<file path="config.mk">
export PLATFORM = sky130hd
export DESIGN_NAME = alu_seq_ctrl
export DESIGN_NICKNAME = d
export VERILOG_FILES = /design/src/rtl/alu_seq_ctrl.sv
export SDC_FILE = /design/constraint.sdc
export NUM_CORES = 1
export LEC_CHECK = 0
export ABC_AREA = 0
export BUFFER_PORTS_ARGS = -buffer_cell sky130_fd_sc_hd__buf_2
export CAP_MARGIN = 20
export CORE_ASPECT_RATIO = 0.7
export CORE_MARGIN = 5
export CORE_UTILIZATION = 44
export CTS_CLUSTER_SIZE = 12
export DETAILED_ROUTE_END_ITERATION = 6
export PLACE_DENSITY = 0.67
export SLEW_MARGIN = 20
export SYNTH_ARGS = -nofsm -noshare
export SYNTH_HDL_FRONTEND = slang
export SYNTH_SLANG_ARGS = --single-unit
</file>
<file path="constraint.sdc">
create_clock -name clk -period 2.41 [get_ports clk]
set_input_delay 0.723 -clock clk [delete_from_list [all_inputs] [get_ports clk]]
set_output_delay 0.723 -clock clk [all_outputs]
set_load 0.03 [all_outputs]
</file>
<file path="src/rtl/alu_seq_ctrl.sv">
// rtl/alu_seq_ctrl.sv - multi-cycle RV32I sequencer driving the ALU datapath
module alu_seq_ctrl #(
    parameter int CNT_W       = 32,
    parameter int MEM_TIMEOUT = 0
) (
    input  logic             clk,
    input  logic             rst_n,
    input  logic             run,
    input  logic [6:0]       opcode,
    input  logic             take_jmp,
    input  logic             mem_ready,
    output logic             mem_req,
    output logic             mem_we,
    output logic             addr_sel,
    output logic             ir_we,
    output logic             reg_we,
    output logic             wb_sel,
    output logic             pc_we,
    output logic             pc_sel,
    output logic [2:0]       state_o,
    output logic             trap,
    output logic [1:0]       trap_cause,
    output logic [CNT_W-1:0] retired
);

    typedef enum logic [2:0] {
        S_IDLE   = 3'd0,
        S_FETCH  = 3'd1,
        S_DECODE = 3'd2,
        S_EXEC   = 3'd3,
        S_MEM    = 3'd4,
        S_WB     = 3'd5,
        S_TRAP   = 3'd6
    } state_t;

    typedef enum logic [2:0] {
        C_ALU     = 3'd0,
        C_JUMP    = 3'd1,
        C_BRANCH  = 3'd2,
        C_LOAD    = 3'd3,
        C_STORE   = 3'd4,
        C_ILLEGAL = 3'd5
    } iclass_t;

    localparam bit          TMO_EN   = (MEM_TIMEOUT > 0);
    localparam logic [31:0] TMO_LAST = TMO_EN ? 32'(MEM_TIMEOUT - 1) : 32'd0;

    state_t           state;
    iclass_t          iclass;
    iclass_t          dec_class;
    logic [1:0]       cause_q;
    logic [CNT_W-1:0] retired_q;
    logic [31:0]      tmo_cnt;
    logic             tmo_hit;

    // Classify the opcode presented during DECODE
    always_comb begin
        dec_class = C_ILLEGAL;
        case (opcode)
            7'b0110011, 7'b0010011, 7'b0110111, 7'b0010111: dec_class = C_ALU;
            7'b1101111, 7'b1100111:                         dec_class = C_JUMP;
            7'b1100011:                                     dec_class = C_BRANCH;
            7'b0000011:                                     dec_class = C_LOAD;
            7'b0100011:                                     dec_class = C_STORE;
            default:                                        dec_class = C_ILLEGAL;
        endcase
    end

    // Last permitted wait cycle of a memory access; a ready in this cycle still wins
    always_comb begin
        tmo_hit = TMO_EN && !mem_ready && (tmo_cnt == TMO_LAST);
    end

    // Datapath enables: Moore on state, with mem_ready qualifying the completing access
    always_comb begin
        mem_req  = 1'b0;
        mem_we   = 1'b0;
        addr_sel = 1'b0;
        ir_we    = 1'b0;
        reg_we   = 1'b0;
        wb_sel   = 1'b0;
        pc_we    = 1'b0;
        pc_sel   = 1'b0;
        case (state)
            S_FETCH: begin
                mem_req = 1'b1;
                ir_we   = mem_ready;
            end
            S_EXEC: begin
                if (iclass == C_BRANCH) begin
                    pc_we  = 1'b1;
                    pc_sel = take_jmp;
                end
            end
            S_MEM: begin
                mem_req  = 1'b1;
                addr_sel = 1'b1;
                mem_we   = (iclass == C_STORE);
                pc_we    = (iclass == C_STORE) && mem_ready;
            end
            S_WB: begin
                reg_we = 1'b1;
                pc_we  = 1'b1;
                wb_sel = (iclass == C_LOAD);
                pc_sel = (iclass == C_JUMP);
            end
            default: begin
            end
        endcase
    end

    // Sequencer state, latched class, access timeout, trap cause and retire count
    always_ff @(posedge clk) begin
        if (!rst_n) begin
            state     <= S_IDLE;
            iclass    <= C_ALU;
            cause_q   <= 2'd0;
            retired_q <= '0;
            tmo_cnt   <= '0;
        end else if (pc_we) begin
            // Commit: run decides whether the next instruction starts
            retired_q <= retired_q + CNT_W'(1);
            state     <= run ? S_FETCH : S_IDLE;
            tmo_cnt   <= '0;
        end else begin
            case (state)
                S_IDLE: begin
                    if (run) begin
                        state   <= S_FETCH;
                        tmo_cnt <= '0;
                    end
                end
                S_FETCH, S_MEM: begin
                    if (mem_ready) begin
                        state <= (state == S_FETCH) ? S_DECODE : S_WB;
                    end else if (tmo_hit) begin
                        state   <= S_TRAP;
                        cause_q <= 2'd2;
                    end else begin
                        tmo_cnt <= tmo_cnt + 32'd1;
                    end
                end
                S_DECODE: begin
                    iclass <= dec_class;
                    if (dec_class == C_ILLEGAL) begin
                        state   <= S_TRAP;
                        cause_q <= 2'd1;
                    end else begin
                        state <= S_EXEC;
                    end
                end
                S_EXEC: begin
                    if (iclass == C_LOAD || iclass == C_STORE) begin
                        state   <= S_MEM;
                        tmo_cnt <= '0;
                    end else begin
                        state <= S_WB;
                    end
                end
                default: begin
                    state <= state;
                end
            endcase
        end
    end

    assign state_o    = state;
    assign trap       = (state == S_TRAP);
    assign trap_cause = cause_q;
    assign retired    = retired_q;

endmodule

</file>
==> results of run 1 <==
-- worst max-delay path by stage --
stage,startpoint,end,slack (ps),cells past startpoint
2_1_floorplan,state_o[0],wb_sel,20,3
3_3_place_gp,mem_ready,pc_we,220,5
3_5_place_dp,mem_ready,pc_we,210,5
4_1_cts,iclass[0],pc_we,140,4
5_1_grt,iclass[0],pc_we,40,4
6_report,iclass[0],pc_we,150,4
-- power by group through the flow --
stage / Combinational, W / Clock, W / Sequential, W
4_1_cts: 0.000237 / 0.000442 / 0.000673
3_5_place_dp: 0.000237 / 0 / 0.000688
6_report: 0.000236 / 0.000425 / 0.000673
5_1_grt: 0.000260 / 0.000471 / 0.000676
2_1_floorplan: 0.000143 / 0 / 0.000707
3_3_place_gp: 0.000234 / 0 / 0.000688
-- cells by family (layout without fill, tap and decap cells) --
logic type,Yosys count,in the layout
simple gates,134,134
other cells,1,1
mux,28,28
compound gates,63,63
flops,39,39
fa+ha+maj,1,1
buf+inv,25,81
xor+xnor,1,1
-- cell usage after synthesis (all sizes together) (3+ instances only) --
cell	number	area (sq um)
nor2	9	33.8
inv	6	22.5
and3	4	25.0
dfxtp	39	781
nand2b	31	194
nand3	18	120
o21ai	6	30.0
nand2	42	165
nand4	8	71.3
buf	11	93.8
a2111oi	11	171
o211ai	4	57.6
nor3	6	30.0
a21oi	17	85.1
clkbuf	8	30.0
a211oi	10	115
and4	6	53.8
mux2i	28	280
a21boi	3	22.5
-- per-stage QoR --
stage               std cells  instance area, sq um
floorplan                 292                  2600
finish                    423                  3040
detailed placement        415                  2960
global route              423                  3040
global placement          415                  2960
CTS                       423                  3040
-- layout make-up --
cell class              count  area [sq um]
repair buffers             67           388
fillers                   539          2680
clock inverters             1          5.00
clock buffers               7          76.3
well taps                  75          93.8
inverters                   6          22.5
multi-input cells         228          1680
flip-flops and latches     39           781
-- worst reg2reg max path, delay by kind of cell (launching register included) --
| kind | cells | cell delay, ps |
|---|---|---|
| DFF | 1 | 440 |
| muxes | 1 | 220 |
| and+or+nand+nor | 2 | 750 |
| AOI/OAI and AO/OA | 1 | 410 |
-- sequential cells by signal, summed over array words and instances (netlist names) --
signal / count
retired: 32
iclass: 3
state_o: 3
trap_cause: 1
-- layer usage --
layer | track usage | wire [um] | vias to the layer above
met4 | 0.0310 | 15 | 0
li1 | - | - | 1179
met2 | 0.243 | 2570 | 45
met5 | 0 | 0 | -
met1 | 0.260 | 3210 | 1066
met3 | 0.0375 | 311 | 2
==> run metrics, run 1 <==
Vias/cell=between 5 and 6; Cells on Worst Hold Path=1; Synth Area in Compound Gates=0.223; number of I/O pins=slightly below 60; hold endpoint=trap_cause[0]; grt ovf=0; Worst setup EP type=output pin; crit-path leading delay family=simple AND/OR/NAND/NOR gates; R2R setup slack=about 520 ps; total of max-cap violations=0; status=complete, no violations; pre-CTS WS=roughly 210 ps; Die Y=roughly 74 um; critical path class=reg2out; setup bufs post-CTS=0; Async SR Flop Fraction=0; GRT Resource Usage Total=0.170; setup slack after layout=about 150 ps; power per cell area=439 mW/mm^2; simple-gate share of the synthesized area=0.302; CTS root buf=clkbuf_8; synth unique cells=51; Adder-Cell Fraction of Synth Area=0.00483; worst-path fanout max=6; clock-pin slew on the worst setup and hold paths=about 70 ps; clk_lat worst skew=290 ps; Int Pwr=between 0.0009 and 0.001 W; Port Buffers=56; Final min period=2260 ps; CP arrival=between 1500 and 2000 ps; Layout area overhead=17.4%; unrepaired setup endpoints after global routing=false; crit start category=flip-flop; sequential area share after synthesis=0.301; FF-to-FF Start=retired[3]; PostCTS Resize Cnt=0; Seq pwr share=0.505; htree depth=2; ys flop type=dfxtp_1; Layout Nets=360; Starting Density=0.453; initial antenna violation count=0; YS warnings=0; largest net degree at the start of global routing=47; period utilization=0.937; Pre-antenna DRT Iters=4; mux cell area share after synthesis=0.108; Cell Rows=23; Post-Route WL=approximately 6000 um; hold buffers post-CTS=0; CTS tree=yes; P_leak=roughly 1.2 nW; core area=approximately 0.0057 sq mm; Sw Ratio=0.295; maximum VDD drop=roughly 0.00022 V; clk buf depth=2; share of cells above drive strength 1=0.305; Die Area=around 0.0076 sq mm; reg2reg end=retired[31]; final hold violation count=0; final setup violating endpoints=0; XOR/XNOR Fraction of Synth Area=0.00338; R2R depth=4; CTS Sinks=39; most frequent cells in the layout=buf_2, nand2_1, dfxtp_1; Pwr Total=~0.0013 W; Cell Area, Synth=roughly 0.0026 sq mm; fmax=roughly 440 MHz; slowest CP cell=and4bb_4; DRC viols=0; Cells after Synth=slightly below 300; switching power=0.000394 W; crit-path cells=and4bb_4 > nand2_1 > nand2_1 > buf_2; Hold Slack=roughly 460 ps; power share of the combinational group=0.177; TritonCTS buffer count=5; number of DRC markers in iteration 0=about 170; Seq cells post-synth=39; worst path required time=about 1700 ps; die span in x=102 um; via count=~2,300; Post-synth EDFFs=0; utilization after layout=0.531; syn_nets=approximately 310; vias in the first global route=between 2,000 and 2,500; commonest non-fill, non-tap cell in the layout=buf_2; Most common cell on crit path=nand2_1; largest family of logic cells by synthesized area=simple AND/OR/NAND/NOR gates; first-pass GRT wire length=slightly above 10,000 um; Hold Crit Class=reg2reg; # diodes=0; Final Max Tran Viols=0; dpl hpwl=about 4500 um; Fin Setup TNS=0 ps; CP Buf/Inv Count=1; CP peak stage delay=~410 ps; Clock Power Share=0.319; gpl congestion=roughly 0.84; Clock Skew=between 8 and 9 ps; Hold Path Origin=trap_cause[0]; DR WL/cell=approximately 14 um; mean post-synth cell area=about 9 sq um; Routed Antenna Nets=0
Note: power is estimated with default switching activity, not from simulation.
==> run 2: changes to the inputs <==
--- a/config.mk
+++ b/config.mk
@@ -14,7 +14,6 @@
 export CTS_CLUSTER_SIZE = 12
 export DETAILED_ROUTE_END_ITERATION = 6
 export PLACE_DENSITY = 0.67
-export SLEW_MARGIN = 20
 export SYNTH_ARGS = -nofsm -noshare
 export SYNTH_HDL_FRONTEND = slang
 export SYNTH_SLANG_ARGS = --single-unit
==> constraint.sdc (replaced) <==
create_clock -name clk -period 2.41 [get_ports clk]
set_input_delay 0.482 -clock clk [delete_from_list [all_inputs] [get_ports clk]]
set_output_delay 0.482 -clock clk [all_outputs]
set_load 0.03 [all_outputs]
==> run 2 against run 1 <==
Net effect:
- wire length up 2.4%
- critical endpoint unchanged
- fmax down 0.46%
- sequential power up 1%
- clock skew up 3.2 ps
- power about the same
- critical path type unchanged
- combinational power down 8.9%
- first-iteration DRC count down 3.0%
- register-to-register slack worse by 80 ps
- largest cell class unchanged
- via count down 0.31%
- critical path depth unchanged
- sequential share of layout area up 0.67 points
- largest power group unchanged
==> run metrics, run 2 (synthesis results as in run 1) <==
commonest non-fill, non-tap cell in the layout=buf_2; FF-to-FF Start=state_o[1]; Routed Antenna Nets=0 (unchanged); Slew @ Worst Pin=a little over 800 ps; setup bufs post-CTS=0 (unchanged); critical path class=reg2out; largest net degree at the start of global routing=51 (+8.5%); Post-Route WL=6260 um (+2.4%); initial antenna violation count=0 (unchanged); Die Area=0.00755 sq mm (unchanged); Final Max Tran Viols=0 (unchanged); Clock Skew=11.2 ps (+3.17 ps); Worst setup EP type=output pin; launch point of the critical path=state_o[1]; maximum VDD drop=0.000189 V (-15%); unrepaired setup endpoints after global routing=false; slew margin rel.=0.459; first-pass GRT wire length=10,400 um (+2.8%); # diodes=0 (unchanged); worst-path fanout max=13 (+7); Pre-antenna DRT Iters=4 (unchanged); via count=2,285 (-0.31%); die span in x=102 um (unchanged); DR WL/cell=15.1 um (+4.4%); DRC viols=0 (unchanged); most frequent cells in the layout=buf_2, nand2_1, dfxtp_1; clock-pin slew on the worst setup and hold paths=80 ps (about the same); Port Buffers=56 (unchanged); worst path required time=1930 ps (+240 ps); Layout area overhead=14.4%; hold buffers post-CTS=0 (unchanged); core area=0.00573 sq mm (unchanged); clk_lat worst skew=290 ps (about the same); Seq pwr share=0.512 (+0.007); CTS tree=yes; Final Cell Area=0.00297 sq mm (-2.5%); htree depth=2 (unchanged); period utilization=0.941 (+0.00429); GRT Resource Usage Total=0.172 (+0.00196); Cell Rows=23 (unchanged); final setup violating endpoints=0 (unchanged); number of I/O pins=58 (unchanged); Final min period=2270 ps (+10.3 ps); Clock Power Share=0.327 (+0.008); P_leak=1.11 nW (-4.1%); CTS root buf=clkbuf_8; switching power=0.000402 W (+2.1%); Int Pwr=0.000932 W (-0.92%); number of DRC markers in iteration 0=163 (-3.0%); grt ovf=0 (unchanged); CP arrival=1790 ps (+250 ps); Starting Density=0.453 (unchanged); fmax=441 MHz (-0.46%); dpl hpwl=4510 um (-0.34%); clk buf depth=2 (unchanged); DP Area=0.00288 sq mm (-2.6%); crit start category=flip-flop; Sw Ratio=0.302 (+0.00639); TritonCTS buffer count=5 (unchanged); power share of the combinational group=0.161 (-0.016); Vias/cell=5.51 (+1.6%); Hold Path Origin=run; Hold Crit Class=in2reg; CTS Sinks=39 (unchanged); flip-flop count of the largest register after layout=32 (unchanged); power per cell area=450 mW/mm^2 (+2.6%); Die Y=74.2 um (unchanged); Hold Slack=454 ps (-7.38 ps); gpl congestion=0.868 (+3.3%); share of cells above drive strength 1=0.285 (-0.0193); final hold violation count=0 (unchanged); status=complete, no violations; vias in the first global route=2,129 (+3.9%); Layout Nets=352 (-2.2%); PostCTS Resize Cnt=0 (unchanged); Fin Setup TNS=0 ps (unchanged); total of max-cap violations=0 (unchanged)
[run 2: changes by cell type in the layout (fill, tap and decap cells not counted)]
cell	previous run	this run
nor3_1	5	6
buf_12	2	1
buf_4	9	2
nor3_2	1	0
[run 2: through the flow]
step / util / total power (W) / setup WS [ps] / instances
after detailed placement: 0.504 / 0.000913 / 390 / 407
after global placement: 0.504 / 0.000908 / 415 / 407
final: 0.518 / 0.00133 / 142 / 415
after floorplan: - / 0.000849 / 202 / 292
after CTS: 0.518 / 0.00134 / 159 / 415
after global routing: 0.518 / 0.00140 / 42.0 / 415
[run 2: metal layers]
metal / global-route usage / part of all wire / wire length (um) / vias up
met4: 0.0354 / 0.0059 / 37 / 0
li1: - / - / - / 1159
met3: 0.0337 / 0.069 / 431 / 5
met1: 0.259 / 0.50 / 3150 / 1060
met5: 0 / 0 / 0 / -
met2: 0.254 / 0.42 / 2640 / 61
[run 2: worst paths after layout]
path	end	slack, ps	cells after the start
min reg2reg	retired[31]	470	2
min	state_o[0]	450	3
max reg2reg	retired[22]	440	4
max	pc_we	140	4
[run 2: area by class of cell]
class                   count  area (sq um)
fillers                   561          2760
clock buffers               7          76.3
well taps                  75          93.8
clock inverters             1          5.00
inverters                   6          22.5
repair buffers             59           315
flip-flops and latches     39           781
multi-input cells         228          1670
[run 2: power by group through the flow]
stage               Clock [W]  Sequential [W]  Combinational, W
global placement            0        0.000695          0.000213
global route         0.000476        0.000686          0.000238
CTS                  0.000445        0.000682          0.000216
floorplan                   0        0.000707          0.000142
finish               0.000436        0.000683          0.000215
detailed placement          0        0.000697          0.000216
[run 2: worst max-delay path: stages, from the launching register on]
cell and delay (ps):
dfxtp_1 570, and2b_2 340, o21ai_1 250, nand2_1 120
buf_2 200
